**src/rtl/ctrl_pkg.sv**
```systemverilog
// Shared types and constants for the pipeline control block.
package ctrl_pkg;

  typedef struct packed {
    logic       reg_dst;
    logic       alu_src;
    logic       mem_to_reg;
    logic       reg_write;
    logic       mem_read;
    logic       mem_write;
    logic       branch;
    logic       jump;
    logic       sign_zero;
    logic [1:0] alu_op;
    logic       valid;
  } ctrl_t;

  localparam ctrl_t CTRL_BUBBLE = '0;

  localparam logic [1:0] ALUOP_ADD   = 2'b00;
  localparam logic [1:0] ALUOP_SUB   = 2'b01;
  localparam logic [1:0] ALUOP_FUNCT = 2'b10;
  localparam logic [1:0] ALUOP_IMM   = 2'b11;

  localparam logic [1:0] FWD_REG = 2'b00;
  localparam logic [1:0] FWD_MEM = 2'b10;
  localparam logic [1:0] FWD_WB  = 2'b01;

endpackage

```
**src/rtl/ctrl_pipe_fwd_sel.sv**
```systemverilog
// Operand forwarding select: picks MEM over WB, falls back to the register file.
module fwd_sel
  import ctrl_pkg::*;
#(
  parameter int REG_AW = 5
) (
  input  logic [REG_AW-1:0] src,
  input  logic              mem_regwrite,
  input  logic [REG_AW-1:0] mem_dest,
  input  logic              wb_regwrite,
  input  logic [REG_AW-1:0] wb_dest,
  output logic [1:0]        sel
);

  always_comb begin
    sel = FWD_REG;
    if (mem_regwrite && (mem_dest != '0) && (mem_dest == src)) begin
      sel = FWD_MEM;
    end else if (wb_regwrite && (wb_dest != '0) && (wb_dest == src)) begin
      sel = FWD_WB;
    end
  end

endmodule

```
**src/rtl/ctrl_pipe.sv**
```systemverilog
// EX/MEM/WB control pipeline with load-use stall, branch/jump flush and forwarding.
module ctrl_pipe
  import ctrl_pkg::*;
#(
  parameter int REG_AW = 5,
  parameter int CNT_W  = 16
) (
  input  logic              clk,
  input  logic              rst_n,
  input  logic [11:0]       id_ctrl,
  input  logic [REG_AW-1:0] id_rs,
  input  logic [REG_AW-1:0] id_rt,
  input  logic [REG_AW-1:0] id_rd,
  input  logic              branch_taken,
  output logic [11:0]       ex_ctrl,
  output logic              mem_regwrite,
  output logic              mem_memtoreg,
  output logic              mem_memread,
  output logic              mem_memwrite,
  output logic              wb_regwrite,
  output logic              wb_memtoreg,
  output logic [REG_AW-1:0] mem_dest,
  output logic [REG_AW-1:0] wb_dest,
  output logic [1:0]        fwd_a,
  output logic [1:0]        fwd_b,
  output logic              pc_write,
  output logic              ifid_write,
  output logic              if_flush,
  output logic [CNT_W-1:0]  stall_cnt
);

  ctrl_t             id_c;
  ctrl_t             ex_ctrl_q, ex_ctrl_d;
  logic [REG_AW-1:0] ex_rs_q, ex_rs_d;
  logic [REG_AW-1:0] ex_rt_q, ex_rt_d;
  logic [REG_AW-1:0] ex_dest_q, ex_dest_d;
  logic              mem_regwrite_q, mem_regwrite_d;
  logic              mem_memtoreg_q, mem_memtoreg_d;
  logic              mem_memread_q, mem_memread_d;
  logic              mem_memwrite_q, mem_memwrite_d;
  logic [REG_AW-1:0] mem_dest_q, mem_dest_d;
  logic              wb_regwrite_q, wb_regwrite_d;
  logic              wb_memtoreg_q, wb_memtoreg_d;
  logic [REG_AW-1:0] wb_dest_q, wb_dest_d;
  logic [CNT_W-1:0]  stall_cnt_q, stall_cnt_d;
  logic              load_use;
  logic              stall;

  assign id_c = ctrl_t'(id_ctrl);

  assign load_use = ex_ctrl_q.mem_read && (ex_rt_q != '0) &&
                    ((ex_rt_q == id_rs) || (ex_rt_q == id_rt));

  // A taken branch squashes the ID instruction anyway, so it wins over the stall.
  assign stall      = load_use && !branch_taken;
  assign pc_write   = !stall;
  assign ifid_write = !stall;
  assign if_flush   = branch_taken || (id_c.jump && !load_use);

  always_comb begin
    ex_ctrl_d = id_c;
    ex_rs_d   = id_rs;
    ex_rt_d   = id_rt;
    ex_dest_d = id_c.reg_dst ? id_rd : id_rt;
    if (branch_taken || load_use) begin
      ex_ctrl_d = CTRL_BUBBLE;
      ex_rs_d   = '0;
      ex_rt_d   = '0;
      ex_dest_d = '0;
    end

    mem_regwrite_d = ex_ctrl_q.reg_write;
    mem_memtoreg_d = ex_ctrl_q.mem_to_reg;
    mem_memread_d  = ex_ctrl_q.mem_read;
    mem_memwrite_d = ex_ctrl_q.mem_write;
    mem_dest_d     = ex_dest_q;

    wb_regwrite_d = mem_regwrite_q;
    wb_memtoreg_d = mem_memtoreg_q;
    wb_dest_d     = mem_dest_q;

    stall_cnt_d = stall_cnt_q;
    if (stall && (stall_cnt_q != '1)) begin
      stall_cnt_d = stall_cnt_q + CNT_W'(1);
    end
  end

  always_ff @(posedge clk or negedge rst_n) begin
    if (!rst_n) begin
      ex_ctrl_q      <= CTRL_BUBBLE;
      ex_rs_q        <= '0;
      ex_rt_q        <= '0;
      ex_dest_q      <= '0;
      mem_regwrite_q <= 1'b0;
      mem_memtoreg_q <= 1'b0;
      mem_memread_q  <= 1'b0;
      mem_memwrite_q <= 1'b0;
      mem_dest_q     <= '0;
      wb_regwrite_q  <= 1'b0;
      wb_memtoreg_q  <= 1'b0;
      wb_dest_q      <= '0;
      stall_cnt_q    <= '0;
    end else begin
      ex_ctrl_q      <= ex_ctrl_d;
      ex_rs_q        <= ex_rs_d;
      ex_rt_q        <= ex_rt_d;
      ex_dest_q      <= ex_dest_d;
      mem_regwrite_q <= mem_regwrite_d;
      mem_memtoreg_q <= mem_memtoreg_d;
      mem_memread_q  <= mem_memread_d;
      mem_memwrite_q <= mem_memwrite_d;
      mem_dest_q     <= mem_dest_d;
      wb_regwrite_q  <= wb_regwrite_d;
      wb_memtoreg_q  <= wb_memtoreg_d;
      wb_dest_q      <= wb_dest_d;
      stall_cnt_q    <= stall_cnt_d;
    end
  end

  fwd_sel #(.REG_AW(REG_AW)) u_fwd_a (
    .src          (ex_rs_q),
    .mem_regwrite (mem_regwrite_q),
    .mem_dest     (mem_dest_q),
    .wb_regwrite  (wb_regwrite_q),
    .wb_dest      (wb_dest_q),
    .sel          (fwd_a)
  );

  fwd_sel #(.REG_AW(REG_AW)) u_fwd_b (
    .src          (ex_rt_q),
    .mem_regwrite (mem_regwrite_q),
    .mem_dest     (mem_dest_q),
    .wb_regwrite  (wb_regwrite_q),
    .wb_dest      (wb_dest_q),
    .sel          (fwd_b)
  );

  assign ex_ctrl      = ex_ctrl_q;
  assign mem_regwrite = mem_regwrite_q;
  assign mem_memtoreg = mem_memtoreg_q;
  assign mem_memread  = mem_memread_q;
  assign mem_memwrite = mem_memwrite_q;
  assign mem_dest     = mem_dest_q;
  assign wb_regwrite  = wb_regwrite_q;
  assign wb_memtoreg  = wb_memtoreg_q;
  assign wb_dest      = wb_dest_q;
  assign stall_cnt    = stall_cnt_q;

endmodule

```
**config.mk**
```make
export PLATFORM = sky130hd
export DESIGN_NAME = ctrl_pipe
export DESIGN_NICKNAME = d
export VERILOG_FILES = /design/src/rtl/ctrl_pkg.sv /design/src/rtl/ctrl_pipe_fwd_sel.sv /design/src/rtl/ctrl_pipe.sv
export SDC_FILE = /design/constraint.sdc
export NUM_CORES = 1
export LEC_CHECK = 0
export CORE_ASPECT_RATIO = 0.9
export CORE_MARGIN = 2
export CORE_UTILIZATION = 46
export DETAILED_ROUTE_END_ITERATION = 8
export PLACE_DENSITY = 0.88
export SYNTH_ARGS = -nofsm -noshare
export SYNTH_HDL_FRONTEND = slang
export SYNTH_SLANG_ARGS = --single-unit
```
**constraint.sdc**
```tcl
create_clock -name clk -period 2.3 [get_ports clk]
set_clock_uncertainty 0.1 [all_clocks]
set_input_delay 0.23 -clock clk [delete_from_list [all_inputs] [get_ports clk]]
set_output_delay 0.23 -clock clk [all_outputs]
set_load 0.02 [all_outputs]
```
After elaboration in Yosys (flattened, before gate mapping)
Cells that the tools add are included.
- add/subtract/negate cells: 1
- $mul: 0
- div/mod/pow operators: 0
- order comparisons: 0
- eq/ne operators: 7
- shift-type cells: 0
- multiplexer cells: 9
- bitwise operators: 0
- reductions and logical operators: 20
- operators by type and width (operator ; number):
    5-bit == test ; 6
    5-bit 2-to-1 mux ; 4
    16-bit by 1-bit adder with 16-bit output, second input constant ; 1
    16-bit != test, second input constant ; 1
    5-bit nonzero test ; 3
    12-bit 2-to-1 mux ; 1
    1-bit logical AND ; 11
    2-bit 2-to-1 mux ; 2
    1-bit zero test ; 3
    1-bit logical OR ; 3
    1-bit 2-to-1 mux ; 2
- register bits after elaboration: 59
- latch bits: 0
- bits in writable memories: 0
- memory bits (read-only): 0
- memories kept: 0

Logic depth before layout (Yosys ltp)
- word-level depth: 6
- depth in mapped cells: 7
- gate-level depth less buffers: 6

Hierarchy
A second synthesis with hierarchy kept.
- cell total of the unflattened synthesis: 227
- area, all modules: 2743.9 um^2
- modules (own cells, without submodules) (module ; times used ; cells each ; area an instance (um^2) ; sequential area each (um^2)):
    ctrl_pipe ; 1 ; 187 ; 2441.1 ; 1476.4
    fwd_sel ; 2 ; 20 ; 151.4 ; 0.0

Worst setup path before layout
Ideal clock, no wire load.
- path type: register to output
- start: register mem_dest_q[0] (netlist: mem_dest[0])
- end: output port fwd_a[0]
- data arrival time: 2122 ps
- slack: -152 ps
- stages on the path, launching flop included: 5
- cells stage by stage: dfrtp_1 -> or4_1 -> o21ai_0 -> nor4_1 -> nor4_1
- word-level cells in the longest chain between the ends: 4
- RTL lines (what ; RTL line ; source):
    start, declared ; ctrl_pipe.sv:41 ; logic [REG_AW-1:0] mem_dest_q, mem_dest_d;
    start signal, assigned ; ctrl_pipe.sv:112 ; mem_dest_q <= mem_dest_d;
    5-bit nonzero test ; ctrl_pipe_fwd_sel.sv:17 ; if (mem_regwrite && (mem_dest != '0) && (mem_dest == src)) begin
    1-bit logical AND ; ctrl_pipe_fwd_sel.sv:17 ;
    1-bit logical AND * ; ctrl_pipe_fwd_sel.sv:17 ;
    2-bit 2-to-1 mux * ; ctrl_pipe_fwd_sel.sv:17 ;
    end, declared ; ctrl_pipe.sv:24 ; output logic [1:0] fwd_a,
Mark *: on every way between the ends. The rest lies on a longest branch, timed or not.

Final worst setup path
- start: register wb_dest_q[1] (netlist: wb_dest[1])
- end: output port fwd_a[0]
- word-level cells in the longest chain between the ends: 5
- RTL lines (what ; RTL line ; source):
    start, declared ; ctrl_pipe.sv:44 ; logic [REG_AW-1:0] wb_dest_q, wb_dest_d;
    start signal, assigned ; ctrl_pipe.sv:115 ; wb_dest_q <= wb_dest_d;
    5-bit nonzero test ; ctrl_pipe_fwd_sel.sv:19 ; end else if (wb_regwrite && (wb_dest != '0) && (wb_dest == src)) begin
    1-bit logical AND ; ctrl_pipe_fwd_sel.sv:19 ;
    1-bit logical AND * ; ctrl_pipe_fwd_sel.sv:19 ;
    1-bit 2-to-1 mux * ; ctrl_pipe_fwd_sel.sv:19 ;
    2-bit 2-to-1 mux * ; ctrl_pipe_fwd_sel.sv:17 ;
Marks and branches as above.

==> reports/metrics.cfg <==
[status]
status=finished clean

[setup_path]
critPathMaxFanout=4
cp-end-kind=primary output
reg2reg_depth=5
start_kind=register
r2r-end=ex_dest_q[1]$_DFF_PN0_
r2r-start=ex_rt_q[3]$_DFF_PN0_
crit_required_ps=1970
critical_path_class=reg -> out
critPathArrivalTime_ps=1970
reg2reg_slack_ps=170

[synth]
ys_seq_area_share_pct=56.38
syn-cell-area_sq_um=2619
synth.net_count=248
synthArstFlopShare_pct=100.0
ys_seq_elements=59
synth_largest_area_cell=dfrtp_1
ys_top_cells_by_area=dfrtp_1, xnor2_1, and2_1
avgSynthCellArea_sq_um=12.07
synthCells=217
synth_cell_type_count=34
yosys.cell_count.top_type=dfrtp_1
ys.flop_type=dfrtp_1
synth_edf_count=0
synth_top_cells_by_count=dfrtp_1, xnor2_1, and2_1
netlist.area_leader.share_pct=56.38
ys_warn_count=0

[placement]
gp_congestion=0.8513
placed_cells=371
hpwl_mm=4.370
io_buffers=80

[floorplan]
initial_core_util_pct=46.80
core_sq_um=5595
rows=26
num_io_pins=81
die_h_um=75.58
die_x_um=83.54
dieArea_sq_um=6314

[timing]
max_slew.worst_pin.slew_ps=639.1
fin_hold_ws_ps=255.5
slew_viol_final=0
setup_viol=0
fmax_ghz=0.4350
min_period_ps=2299
tns_ps=0
hold_violations=0
period_share_pct=99.95
rsz0062_at_grt=yes
maxSlewHeadroom_pct=57.39

[routing]
drtPass1Iterations=4
wirelength_mm=6.018
drc_errors=0
dr_total_vias=1978
first_iter_violations=158
viasPerCell=5.046
wire_per_inst_um=15.35
drtAntennaViolNets=0

[finish]
antenna_cells=0
drive_gt1_share_pct=21.43
fill_cells=410
nNetsFinal=348
area_growth_pct=48.02
final_cells=392
final_util_pct=69.28

[clock_network]
cts_tree=yes
h-tree-depth=3
clock_path_buffers=2
clock_latency_ps=340
cts_buffers=9
clock_tree.root_cell=clkbuf_8
clk_pin_slew_ps=70
cts.sinks=59

[global_routing]
grt_pass1_wl_mm=9.308
grt_pass1_vias=1970
grt_max_degree=29
grt_usage_pct=19.52
grt_antenna_before_repair=0
grt_overflow=0

[hold_path]
min_to=mem_dest[2]$_DFF_PN0_
hp-class=reg -> reg
hold_depth=0
min-delay-start=ex_dest_q[2]$_DFF_PN0_

[power_and_ir_drop]
vdd_drop_max_mv=0.4389
powerDensity_nw_per_um2=666.6
power_mw=2.584
p_leak_nw=1.676

[flow_run]
drv_cap=0

==> layout by cell type, fill, tap and decap left out, drive strengths merged, types with 2 or more instances in the layout <==
cell type	count
and2	22
and3	4
buf	28
bufinv	2
clkbuf	10
clkdlybuf4s50	72
clkinv	2
clkinvlp	3
dfrtp	59
mux2i	5
nand2	9
nand3	11
nand3b	2
nand4	9
nor2	4
nor2b	6
nor3	3
nor4	5
o21ai	3
or2	2
or4	4
xnor2	33
xor2	12
==> power breakdown <==
| group | total (mW) | internal, mW | leakage, nW | switching (mW) |
|---|---|---|---|---|
| clock network | 1.01 | 0.605 | 0.101 | 0.408 |
| logic | 0.428 | 0.225 | 0.800 | 0.203 |
| registers | 1.14 | 1.09 | 0.774 | 0.0505 |
==> critical path, cell delays in order, from the launching register on <==
cell	delay, ps
dfrtp_1	430
xor2_1	160
or4_4	540
nor4_2	300
buf_4	190
==> state kept, by name (all words and copies together), names as in the netlist <==
signal / cells
mem_regwrite_d: 1
mem_memread_d: 1
mem_memwrite_d: 1
wb_dest: 5
wb_regwrite: 1
ex_rt_q: 5
ex_rs_q: 5
mem_memtoreg_d: 1
ex_dest_q: 5
mem_memread: 1
mem_memtoreg: 1
stall_cnt: 16
mem_memwrite: 1
ex_ctrl: 8
mem_regwrite: 1
mem_dest: 5
wb_memtoreg: 1
==> worst max path at each step <==
stage,end,depth (start not counted),startpoint
after floorplan,fwd_a[0],4,mem_dest[0]$_DFF_PN0_
final,fwd_a[0],4,wb_dest[1]$_DFF_PN0_
after global routing,fwd_a[0],4,wb_dest[1]$_DFF_PN0_
after global placement,ifid_write,7,id_rt[3]
after CTS,fwd_a[0],4,wb_dest[4]$_DFF_PN0_
after detailed placement,fwd_a[0],5,mem_dest[0]$_DFF_PN0_
==> kinds of logic after synthesis <==
family / synth area share (%)
AO/OA/AOI/OAI: 3.536
adder cells (fa/ha/maj): 0.4777
flip-flops: 56.38
AND/OR/NAND/NOR: 18.39
multiplexers: 2.341
buffers and inverters: 3.822
XOR/XNOR: 15.05
==> through the flow <==
stage / worst slack [ps] / instance area [sq um]
CTS: -17.82 / 3815
floorplan: 51.76 / 2625
finish: 1.226 / 3876
global route: -38.28 / 3876
global placement: -138.6 / 3543
detailed placement: -256.0 / 3543
==> final cells by class <==
type / instances / area (sq um) / area share (%)
Clock inverter: 7 / 92.59 / 2.389
Timing Repair Buffer: 103 / 947.2 / 24.44
Multi-Input combinational cell: 144 / 1146 / 29.57
Sequential cell: 59 / 1479 / 38.15
Clock buffer: 9 / 123.9 / 3.196
Tap cell: 70 / 87.58 / 2.260
==> routing by layer <==
metal	wire (um)	share of wire (%)	GRT usage (%)	vias to the layer above
li1	-	-	-	934
met1	2471	41	23.60	962
met2	3096	51	33.60	66
met3	285	4.7	4.225	16
met4	164	2.7	10.93	0
met5	0	0	0	-
==> timing repair <==
item	in CTS	in global routing
resized for setup	33	16
setup endpoints to repair	7	6
endpoints found under the hold margin	26	0
pin swaps	6	3
setup buffers	2	2
hold buffers	1	0
Power figures use the tool's default switching activity.
